`config.mk`:
```
export PLATFORM = sky130hd
export DESIGN_NAME = uart_led_cmd_ctrl_flat
export DESIGN_NICKNAME = d
export VERILOG_FILES = /design/src/rtl/uart_led_cmd_ctrl_if.sv /design/src/rtl/uart_led_cmd_ctrl.sv /design/src/flat_wrapper.sv
export SDC_FILE = /design/constraint.sdc
export NUM_CORES = 1
export LEC_CHECK = 0
export BUFFER_PORTS_ARGS = -buffer_cell sky130_fd_sc_hd__buf_2
export CORE_ASPECT_RATIO = 0.5
export CORE_UTILIZATION = 57
export CTS_BUF_LIST = sky130_fd_sc_hd__clkbuf_2
export CTS_CLUSTER_SIZE = 30
export DETAILED_ROUTE_END_ITERATION = 8
export HOLD_SLACK_MARGIN = 0.03
export PLACE_DENSITY = 0.8
export SYNTH_ARGS = -nofsm -noshare
export SYNTH_HDL_FRONTEND = slang
export SYNTH_SLANG_ARGS = --single-unit
export TNS_END_PERCENT = 50
```
`constraint.sdc`:
```
create_clock -name hw_clk -period 3.2 [get_ports hw_clk]
set_input_delay 0.8 -clock hw_clk [delete_from_list [all_inputs] [get_ports hw_clk]]
set_output_delay 0.8 -clock hw_clk [all_outputs]
set_load 0.005 [all_outputs]
```
`src/rtl/uart_led_cmd_ctrl_if.sv`:
```
// simpleuart register-data bus between the LED command sequencer and the UART.
interface uart_led_cmd_ctrl_if;
    logic [31:0] reg_dat_do;
    logic        reg_dat_wait;
    logic        reg_dat_we;
    logic        reg_dat_re;
    logic [31:0] reg_dat_di;

    modport master (
        input  reg_dat_do,
        input  reg_dat_wait,
        output reg_dat_we,
        output reg_dat_re,
        output reg_dat_di
    );

    modport slave (
        output reg_dat_do,
        output reg_dat_wait,
        input  reg_dat_we,
        input  reg_dat_re,
        input  reg_dat_di
    );
endinterface

```
`src/rtl/uart_led_cmd_ctrl.sv`:
```
// Sends a banner, then polls simpleuart for single-character LED commands,
// drives the RGB PWM enables and echoes a response byte (plus optional LF).
module uart_led_cmd_ctrl #(
    parameter logic [7:0]  BANNER     = 8'h50,
    parameter bit          SEND_LF    = 1'b1,
    parameter int unsigned TX_TIMEOUT = 65535,
    parameter int unsigned BLINK_DIV  = 6000000
) (
    input  logic                       hw_clk,
    input  logic                       rst,
    uart_led_cmd_ctrl_if.master        bus,
    output logic                       rgb_red,
    output logic                       rgb_green,
    output logic                       rgb_blue,
    output logic                       busy,
    output logic [7:0]                 cmd_count,
    output logic [7:0]                 err_count,
    output logic                       tx_timeout
);
    localparam int unsigned BYTE_W   = 8;
    localparam int unsigned DATA_W   = 32;
    localparam int unsigned PAD_W    = DATA_W - BYTE_W;
    localparam int unsigned WAIT_W   = 16;
    localparam int unsigned BLINK_W  = 24;
    localparam int unsigned CNT_W    = 8;
    localparam int unsigned COLOUR_W = 3;

    typedef enum logic [2:0] {
        S_BOOT,
        S_IDLE,
        S_DECODE,
        S_TX,
        S_TX_GAP
    } state_e;

    state_e              state_q,       state_d;
    logic                we_q,          we_d;
    logic                re_q,          re_d;
    logic [DATA_W-1:0]   di_q,          di_d;
    logic [BYTE_W-1:0]   tx_byte_q,     tx_byte_d;
    logic [BYTE_W-1:0]   rx_byte_q,     rx_byte_d;
    logic                lf_pending_q,  lf_pending_d;
    logic [WAIT_W-1:0]   wait_cnt_q,    wait_cnt_d;
    logic [COLOUR_W-1:0] colour_q,      colour_d;
    logic                blink_en_q,    blink_en_d;
    logic                blink_phase_q, blink_phase_d;
    logic [BLINK_W-1:0]  blink_cnt_q,   blink_cnt_d;
    logic [COLOUR_W-1:0] rgb_q,         rgb_d;
    logic                busy_q,        busy_d;
    logic [CNT_W-1:0]    cmd_count_q,   cmd_count_d;
    logic [CNT_W-1:0]    err_count_q,   err_count_d;
    logic                tx_timeout_q,  tx_timeout_d;
    logic [WAIT_W-1:0]   wait_nxt;

    assign wait_nxt = wait_cnt_q + WAIT_W'(1);

    always_ff @(posedge hw_clk) begin
        if (rst) begin
            state_q       <= S_BOOT;
            we_q          <= 1'b0;
            re_q          <= 1'b0;
            di_q          <= '0;
            tx_byte_q     <= '0;
            rx_byte_q     <= '0;
            lf_pending_q  <= 1'b0;
            wait_cnt_q    <= '0;
            colour_q      <= 3'b010;
            blink_en_q    <= 1'b0;
            blink_phase_q <= 1'b1;
            blink_cnt_q   <= '0;
            rgb_q         <= 3'b010;
            busy_q        <= 1'b1;
            cmd_count_q   <= '0;
            err_count_q   <= '0;
            tx_timeout_q  <= 1'b0;
        end else begin
            state_q       <= state_d;
            we_q          <= we_d;
            re_q          <= re_d;
            di_q          <= di_d;
            tx_byte_q     <= tx_byte_d;
            rx_byte_q     <= rx_byte_d;
            lf_pending_q  <= lf_pending_d;
            wait_cnt_q    <= wait_cnt_d;
            colour_q      <= colour_d;
            blink_en_q    <= blink_en_d;
            blink_phase_q <= blink_phase_d;
            blink_cnt_q   <= blink_cnt_d;
            rgb_q         <= rgb_d;
            busy_q        <= busy_d;
            cmd_count_q   <= cmd_count_d;
            err_count_q   <= err_count_d;
            tx_timeout_q  <= tx_timeout_d;
        end
    end

    always_comb begin
        state_d       = state_q;
        we_d          = we_q;
        re_d          = 1'b0;
        di_d          = di_q;
        tx_byte_d     = tx_byte_q;
        rx_byte_d     = rx_byte_q;
        lf_pending_d  = lf_pending_q;
        wait_cnt_d    = wait_cnt_q;
        colour_d      = colour_q;
        blink_en_d    = blink_en_q;
        cmd_count_d   = cmd_count_q;
        err_count_d   = err_count_q;
        tx_timeout_d  = tx_timeout_q;
        blink_cnt_d   = blink_cnt_q;
        blink_phase_d = blink_phase_q;

        case (state_q)
            S_BOOT: begin
                tx_byte_d    = BANNER;
                lf_pending_d = 1'b0;
                state_d      = S_TX;
            end
            S_IDLE: begin
                if (bus.reg_dat_do[DATA_W-1:BYTE_W] == '0) begin
                    re_d      = 1'b1;
                    rx_byte_d = bus.reg_dat_do[BYTE_W-1:0];
                    state_d   = S_DECODE;
                end
            end
            S_DECODE: begin
                lf_pending_d = SEND_LF;
                state_d      = S_TX;
                if (rx_byte_q[7:3] == 5'b00110) begin
                    colour_d  = rx_byte_q[COLOUR_W-1:0];
                    tx_byte_d = rx_byte_q;
                end else if (rx_byte_q == 8'h38) begin
                    blink_en_d = ~blink_en_q;
                    tx_byte_d  = rx_byte_q;
                end else if (rx_byte_q == 8'h3F) begin
                    tx_byte_d = 8'h30 + BYTE_W'(colour_q);
                end else begin
                    tx_byte_d = 8'h21;
                end
                if (tx_byte_d == 8'h21) begin
                    if (err_count_q != '1) err_count_d = err_count_q + CNT_W'(1);
                end else if (cmd_count_q != '1) begin
                    cmd_count_d = cmd_count_q + CNT_W'(1);
                end
            end
            S_TX: begin
                // First TX cycle raises the strobe; later cycles wait for accept or give up.
                if (!we_q) begin
                    we_d = 1'b1;
                    di_d = {PAD_W'(0), tx_byte_q};
                end else if (!bus.reg_dat_wait) begin
                    we_d       = 1'b0;
                    wait_cnt_d = '0;
                    if (lf_pending_q) begin
                        tx_byte_d    = 8'h0A;
                        lf_pending_d = 1'b0;
                        state_d      = S_TX_GAP;
                    end else begin
                        state_d = S_IDLE;
                    end
                end else if (wait_nxt == WAIT_W'(TX_TIMEOUT)) begin
                    we_d         = 1'b0;
                    wait_cnt_d   = '0;
                    tx_timeout_d = 1'b1;
                    lf_pending_d = 1'b0;
                    state_d      = S_IDLE;
                end else begin
                    wait_cnt_d = wait_nxt;
                end
            end
            S_TX_GAP: state_d = S_TX;
            default:  state_d = S_BOOT;
        endcase

        // Blink timebase only runs while enabled; phase parks high otherwise.
        if (!blink_en_q) begin
            blink_cnt_d   = '0;
            blink_phase_d = 1'b1;
        end else if (blink_cnt_q == BLINK_W'(BLINK_DIV - 1)) begin
            blink_cnt_d   = '0;
            blink_phase_d = ~blink_phase_q;
        end else begin
            blink_cnt_d = blink_cnt_q + BLINK_W'(1);
        end

        rgb_d  = colour_d & {COLOUR_W{blink_phase_d}};
        busy_d = (state_d != S_IDLE);
    end

    assign bus.reg_dat_we = we_q;
    assign bus.reg_dat_re = re_q;
    assign bus.reg_dat_di = di_q;
    assign rgb_red        = rgb_q[0];
    assign rgb_green      = rgb_q[1];
    assign rgb_blue       = rgb_q[2];
    assign busy           = busy_q;
    assign cmd_count      = cmd_count_q;
    assign err_count      = err_count_q;
    assign tx_timeout     = tx_timeout_q;
endmodule

```
`src/flat_wrapper.sv`:
```
// flat-port wrapper written by rule: the top's interface ports become plain ports
module uart_led_cmd_ctrl_flat 
#(
    parameter logic [7:0]  BANNER     = 8'h50,
    parameter bit          SEND_LF    = 1'b1,
    parameter int unsigned TX_TIMEOUT = 65535,
    parameter int unsigned BLINK_DIV  = 6000000
)
  (hw_clk, rst, rgb_red, rgb_green, rgb_blue, busy, cmd_count, err_count, tx_timeout, bus_reg_dat_do, bus_reg_dat_wait, bus_reg_dat_we, bus_reg_dat_re, bus_reg_dat_di);
  uart_led_cmd_ctrl_if bus_i ();
  input  logic hw_clk;
  input  logic rst;
  output logic rgb_red;
  output logic rgb_green;
  output logic rgb_blue;
  output logic busy;
  output logic [7:0] cmd_count;
  output logic [7:0] err_count;
  output logic tx_timeout;
  input wire logic [$bits(bus_i.reg_dat_do)-1:0] bus_reg_dat_do;
  input wire logic [$bits(bus_i.reg_dat_wait)-1:0] bus_reg_dat_wait;
  output wire logic [$bits(bus_i.reg_dat_we)-1:0] bus_reg_dat_we;
  output wire logic [$bits(bus_i.reg_dat_re)-1:0] bus_reg_dat_re;
  output wire logic [$bits(bus_i.reg_dat_di)-1:0] bus_reg_dat_di;
  assign bus_i.reg_dat_do = bus_reg_dat_do;
  assign bus_i.reg_dat_wait = bus_reg_dat_wait;
  assign bus_reg_dat_we = bus_i.reg_dat_we;
  assign bus_reg_dat_re = bus_i.reg_dat_re;
  assign bus_reg_dat_di = bus_i.reg_dat_di;
  uart_led_cmd_ctrl #(.BANNER(BANNER), .SEND_LF(SEND_LF), .TX_TIMEOUT(TX_TIMEOUT), .BLINK_DIV(BLINK_DIV)) u_core (.hw_clk(hw_clk), .rst(rst), .bus(bus_i), .rgb_red(rgb_red), .rgb_green(rgb_green), .rgb_blue(rgb_blue), .busy(busy), .cmd_count(cmd_count), .err_count(err_count), .tx_timeout(tx_timeout));
endmodule
```
After elaboration in Yosys (flattened, before gate mapping)

Index checks and enable logic that the tools add are counted.
Widths: inputs -> output; s select.

Flip-flop bits (word level): 96
Latch bits: 0
Bits in writable memories: 0
Bits in read-only memories: 0
Memories kept: 0

Add/sub/neg operators: 5
Multipliers: 0
Divide/modulo/power cells: 0
$lt $le $gt $ge: 0
Eq/ne operators: 17
Shift operators: 0
Mux-type cells: 28
Bitwise gates (word level): 7
Reductions and logical operators: 15

Operator list:

| kind                  | number |
|---|---|
| $mux 8                | 7 |
| $mux 16               | 2 |
| $add 24x1->24 const B | 1 |
| $eq 24x23->1 const B  | 1 |
| $eq 8x6->1 const B    | 3 |
| $logic_not 24->1      | 1 |
| $pmux 8 s3            | 1 |
| $mux 3                | 7 |
| $add 16x1->16 const B | 1 |
| $add 8x1->8 const B   | 2 |
| $eq 16x16->1 const B  | 1 |
| $ne 8x8->1 const B    | 2 |
| $reduce_and 3->1      | 4 |
| $mux 1                | 9 |
| $pmux 3 s3            | 1 |
| $reduce_and 4->1      | 2 |
| $add 6x3->7 const A   | 1 |
| $eq 3x2->1 const B    | 2 |
| $not 1->1             | 6 |
| $reduce_and 2->1      | 3 |
| $reduce_or 3->1       | 2 |
| $eq 5x3->1 const B    | 1 |
| $ne 2x1->1 const B    | 2 |
| $and 3x3->3           | 1 |
| other kinds (9)       | 9 |

Logic depth before layout (Yosys ltp)

Depth in word-level cells: 8
Gate-level depth with buffers: 9

Least setup slack after synthesis

No wires, ideal clock.

Path kind: register -> register
Start point: register u_core.wait_cnt_q[0]
End point: register u_core.we_q, in the netlist u_core.bus.reg_dat_we
Setup time: 0.133 ns
Data arrival time: 2.357 ns
Required time: 3.067 ns
Setup slack: 0.709 ns
Stages on the path, launching flop included: 9
Buffers on the path: 1
Clock period less this slack: 2.491 ns
Cell sequence: dfxtp_1 ha_1 and4_1 buf_4 xnor2_1 or4b_2 a2111o_1 o21ai_4 a211oi_1

Longest elaborated chain between the ends: 5

Ends and longest elaborated chain:

| item                     | RTL line                 | text |
|---|---|---|
| start: declaration       | uart_led_cmd_ctrl.sv:43  | `logic [WAIT_W-1:0] wait_cnt_q, wait_cnt_d;` |
| start signal: assignment | uart_led_cmd_ctrl.sv:84  | `wait_cnt_q <= wait_cnt_d;` |
| $add 16x1->16            | uart_led_cmd_ctrl.sv:55  | `assign wait_nxt = wait_cnt_q + WAIT_W'(1);` |
| $eq 16x16->1             | uart_led_cmd_ctrl.sv:162 | `end else if (wait_nxt == WAIT_W'(TX_TIMEOUT)) begin` |
| $mux 1                   | uart_led_cmd_ctrl.sv:162 |  |
| $mux 1                   | uart_led_cmd_ctrl.sv:152 | `end else if (!bus.reg_dat_wait) begin` |
| $mux 1                   | uart_led_cmd_ctrl.sv:149 | `if (!we_q) begin` |
| end signal: assignment   | uart_led_cmd_ctrl.sv:78  | `we_q <= we_d;` |
| end: declaration         | uart_led_cmd_ctrl.sv:37  | `logic we_q, we_d;` |

No other way between the ends.
A chain may end at the register's enable or synchronous reset.

Final worst setup path

Start point: register u_core.wait_cnt_q[1]
End point: register u_core.we_q, in the netlist u_core.bus.reg_dat_we

Same word-level chain as after synthesis.

==> impl_metrics.ini <==
[run_status]
status = completed

[floorplan]
start_util_pct = 60.6
die_x_um = 129
core_um2 = 7570
fp.dieH_um = 65.5
rows = 22
io_pins = 90
dieArea_um2 = 8440

[synthesis]
synth_edf_count = 0
postSynthAreaPerCell_um2 = 8.59
yosys_warnings = 0
async_flop_share_pct = 0
synthCells = 534
synth_area_um2 = 4590
seq_area_frac_synth_pct = 41.9
ys_types = 60
dominantRegCellSynth = dfxtp_1
synth_seq_cells = 96

[placement]
portBuffers = 65
post-place-ws_ps = 419
place_inst = 685
gp_congestion = 0.893
placed_area_um2 = 4880
hpwl_um = 6270

[clocking]
hold_buffers = 0
cts_made_buffers = 9
cts_root_buf = clkbuf_2
clk_pin_slew_ps = 270
tritoncts = done
ctsResizeCount = 0
clkLatencyLatePin_ps = 580
clock_path_buffers = 2
htree_levels = 3
cts_num_sinks = 96
post-cts-setup-buffers = 0

[final_layout]
layout_common_cells = 96 x dfxtp_1, 77 x nor2_1, 65 x buf_2
n_antenna_cell = 0
design_area_um2 = 5020
final_common_cell = dfxtp_1
layout.nets = 628
drive_gt1_share_pct = 16.5
syn2layout_area_growth_pct = 9.43
layout.cells.non_filler = 701

[route]
first_pass_iters = 5
num_vias = 3822
drcViolationCount = 0
avgRoutedWirePerCell_um = 12.6
via_per_inst = 5.45
wl_met3_um = 476
routed_wl_um = 8820
wl_met1_um = 4280
routed.top_layer = met4
wl_met2_um = 3990
postRouteAntennaNets = 0
drt-initial-drc-count = 201

[timing]
hold_violations = 0
fin_setup_tns_ps = 0
post-route-period-util_pct = 89.1
skew_ps = 28.4
setup_violations = 0
slew_headroom_pct = 35.8
rsz0062_at_grt = false
worst_slew_pin_slew_ps = 960
fin_crit_ps = 2850
fin_ws_ps = 348
final-max-slew-violation-count = 0
max_freq_mhz = 351

[global_routing]
grt_pass1_vias = 3441
antenna_found_initial = 0
grt_overflow = 0
grt_pass1_wl_um = 15200
grt_max_degree = 64
grt_usage_pct = 22.7

[setup_path]
slowest_stage = or4b_2
r2r_cells = 7
cp-start-kind = flip-flop
worst-path-stages = 7
cpPeakStageDelay_ps = 660
path_max_fanout = 8
crit_family = simple AND/OR/NAND/NOR gates
r2r-start = u_core.wait_cnt_q[1]$_SDFFE_PP0P_
crit_chain = ha_1 -> and4_1 -> xnor2_1 -> or4b_2 -> a2111o_1 -> o21ai_4 -> a211oi_1
end_kind = flip-flop
cp.arrival_ps = 3300
reg2reg_setup_slack_ps = 350
startpoint = u_core.wait_cnt_q[1]$_SDFFE_PP0P_
worst-endpoint-required_ps = 3650
r2r-end = u_core.bus.reg_dat_we$_SDFFE_PP0N_
critPathCapture = u_core.bus.reg_dat_we$_SDFFE_PP0N_
path_buf_inv = 0
path_class = flip-flop to flip-flop

[job]
drv_cap = 0

[worst_hold_path]
holdCritPathClass = input port to flip-flop

[pwr]
powerDensity_nw_per_um2 = 393
power_leakage_nw = 1.87
peakVddDrop_uv = 232
per-layer routing:
metal	track usage, %	up-vias
met5	0	-
met4	7.50	0
met2	38.2	96
met3	6.68	11
li1	-	1944
met1	28.2	1771
registers in the layout, indices dropped and copies added, names as in the netlist, 3 cells and up:
register,flops
u_core.tx_byte_q,8
u_core.rx_byte_q,8
u_core.colour_q,3
u_core.blink_cnt_q,24
u_core.cmd_count,8
u_core.bus.reg_dat_di,8
u_core.rgb_q,3
u_core.err_count,8
u_core.state_q,3
u_core.wait_cnt_q,16
stage by stage:
| step | hold slack [ps] | utilization, % | total power [mW] |
|---|---|---|---|
| finish | 433 | 66.3 | 1.97 |
| global route | 402 | 66.3 | 2.06 |
| CTS | 413 | 66.3 | 1.99 |
| detailed placement | 455 | 64.5 | 1.33 |
| global placement | 442 | 64.5 | 1.33 |
| floorplan | 430 | - | 1.32 |
cell usage after synthesis (3+ instances only):
master | n | area share (%)
ha_1 | 5 | 1.4
buf_2 | 4 | 0.44
nor3_1 | 16 | 1.7
nor2b_1 | 5 | 0.68
o21ai_0 | 22 | 2.4
nand2b_1 | 3 | 0.41
xor2_1 | 21 | 4.0
nor4_1 | 16 | 2.2
clkbuf_1 | 19 | 1.6
mux2i_1 | 20 | 4.4
nand3_1 | 33 | 3.6
nor2_1 | 77 | 6.3
a211oi_1 | 3 | 0.49
nand4_1 | 15 | 2.0
nand3b_1 | 4 | 0.65
o21ai_1 | 3 | 0.33
dfxtp_1 | 96 | 42
inv_1 | 10 | 0.82
xnor2_1 | 21 | 4.0
and3_1 | 11 | 1.5
a22oi_1 | 3 | 0.49
nand2_1 | 33 | 2.7
buf_4 | 26 | 4.3
a31oi_1 | 4 | 0.55
a21oi_1 | 11 | 1.2
or3_1 | 4 | 0.55
and4_1 | 7 | 1.3
layout make-up:
type                            count  area [um^2]
Clock buffer                        9         45.0
Timing Repair Buffer               70          363
Multi-Input combinational cell    401         2430
Fill cell                         631         2550
Inverter                           10         37.5
Tap cell                          108          135
Sequential cell                    96         1920
Clock inverter                      7         93.8
kinds of logic after synthesis:
kind of cell	count (synthesis)	synth area share, %
XOR/XNOR	42	8.02
AND/OR/NAND/NOR	241	27.1
other	1	0.0817
adder cells (fa/ha/maj)	5	1.36
buffers and inverters	60	7.14
flip-flops	96	41.9
AO/OA/AOI/OAI	69	10.0
multiplexers	20	4.36
worst register-to-register path, stage by stage (launching register included):
cell	delay [ps]
dfxtp_1	490
ha_1	330
and4_1	380
xnor2_1	100
or4b_2	660
a2111o_1	390
o21ai_4	290
a211oi_1	110
worst min-delay path by stage:
stage	from	to	slack, ps	cells past startpoint
global route	bus_reg_dat_do[2]	u_core.rx_byte_q[2]$_SDFFE_PP0P_	400	3
CTS	bus_reg_dat_do[2]	u_core.rx_byte_q[2]$_SDFFE_PP0P_	410	3
finish	bus_reg_dat_do[5]	u_core.rx_byte_q[5]$_SDFFE_PP0P_	430	3
global placement	u_core.blink_cnt_q[0]$_SDFF_PP0_	u_core.blink_cnt_q[0]$_SDFF_PP0_	440	1
detailed placement	u_core.blink_cnt_q[0]$_SDFF_PP0_	u_core.blink_cnt_q[0]$_SDFF_PP0_	450	1
floorplan	u_core.blink_cnt_q[0]$_SDFF_PP0_	u_core.blink_cnt_q[0]$_SDFF_PP0_	430	1
report_power, final:
group,switching [mW],internal (mW)
combinational,0.0513,0.0379
sequential,0.0109,1.21
clock,0.406,0.259
total,0.468,1.51
No activity file was read; power rests on OpenSTA's default activity.
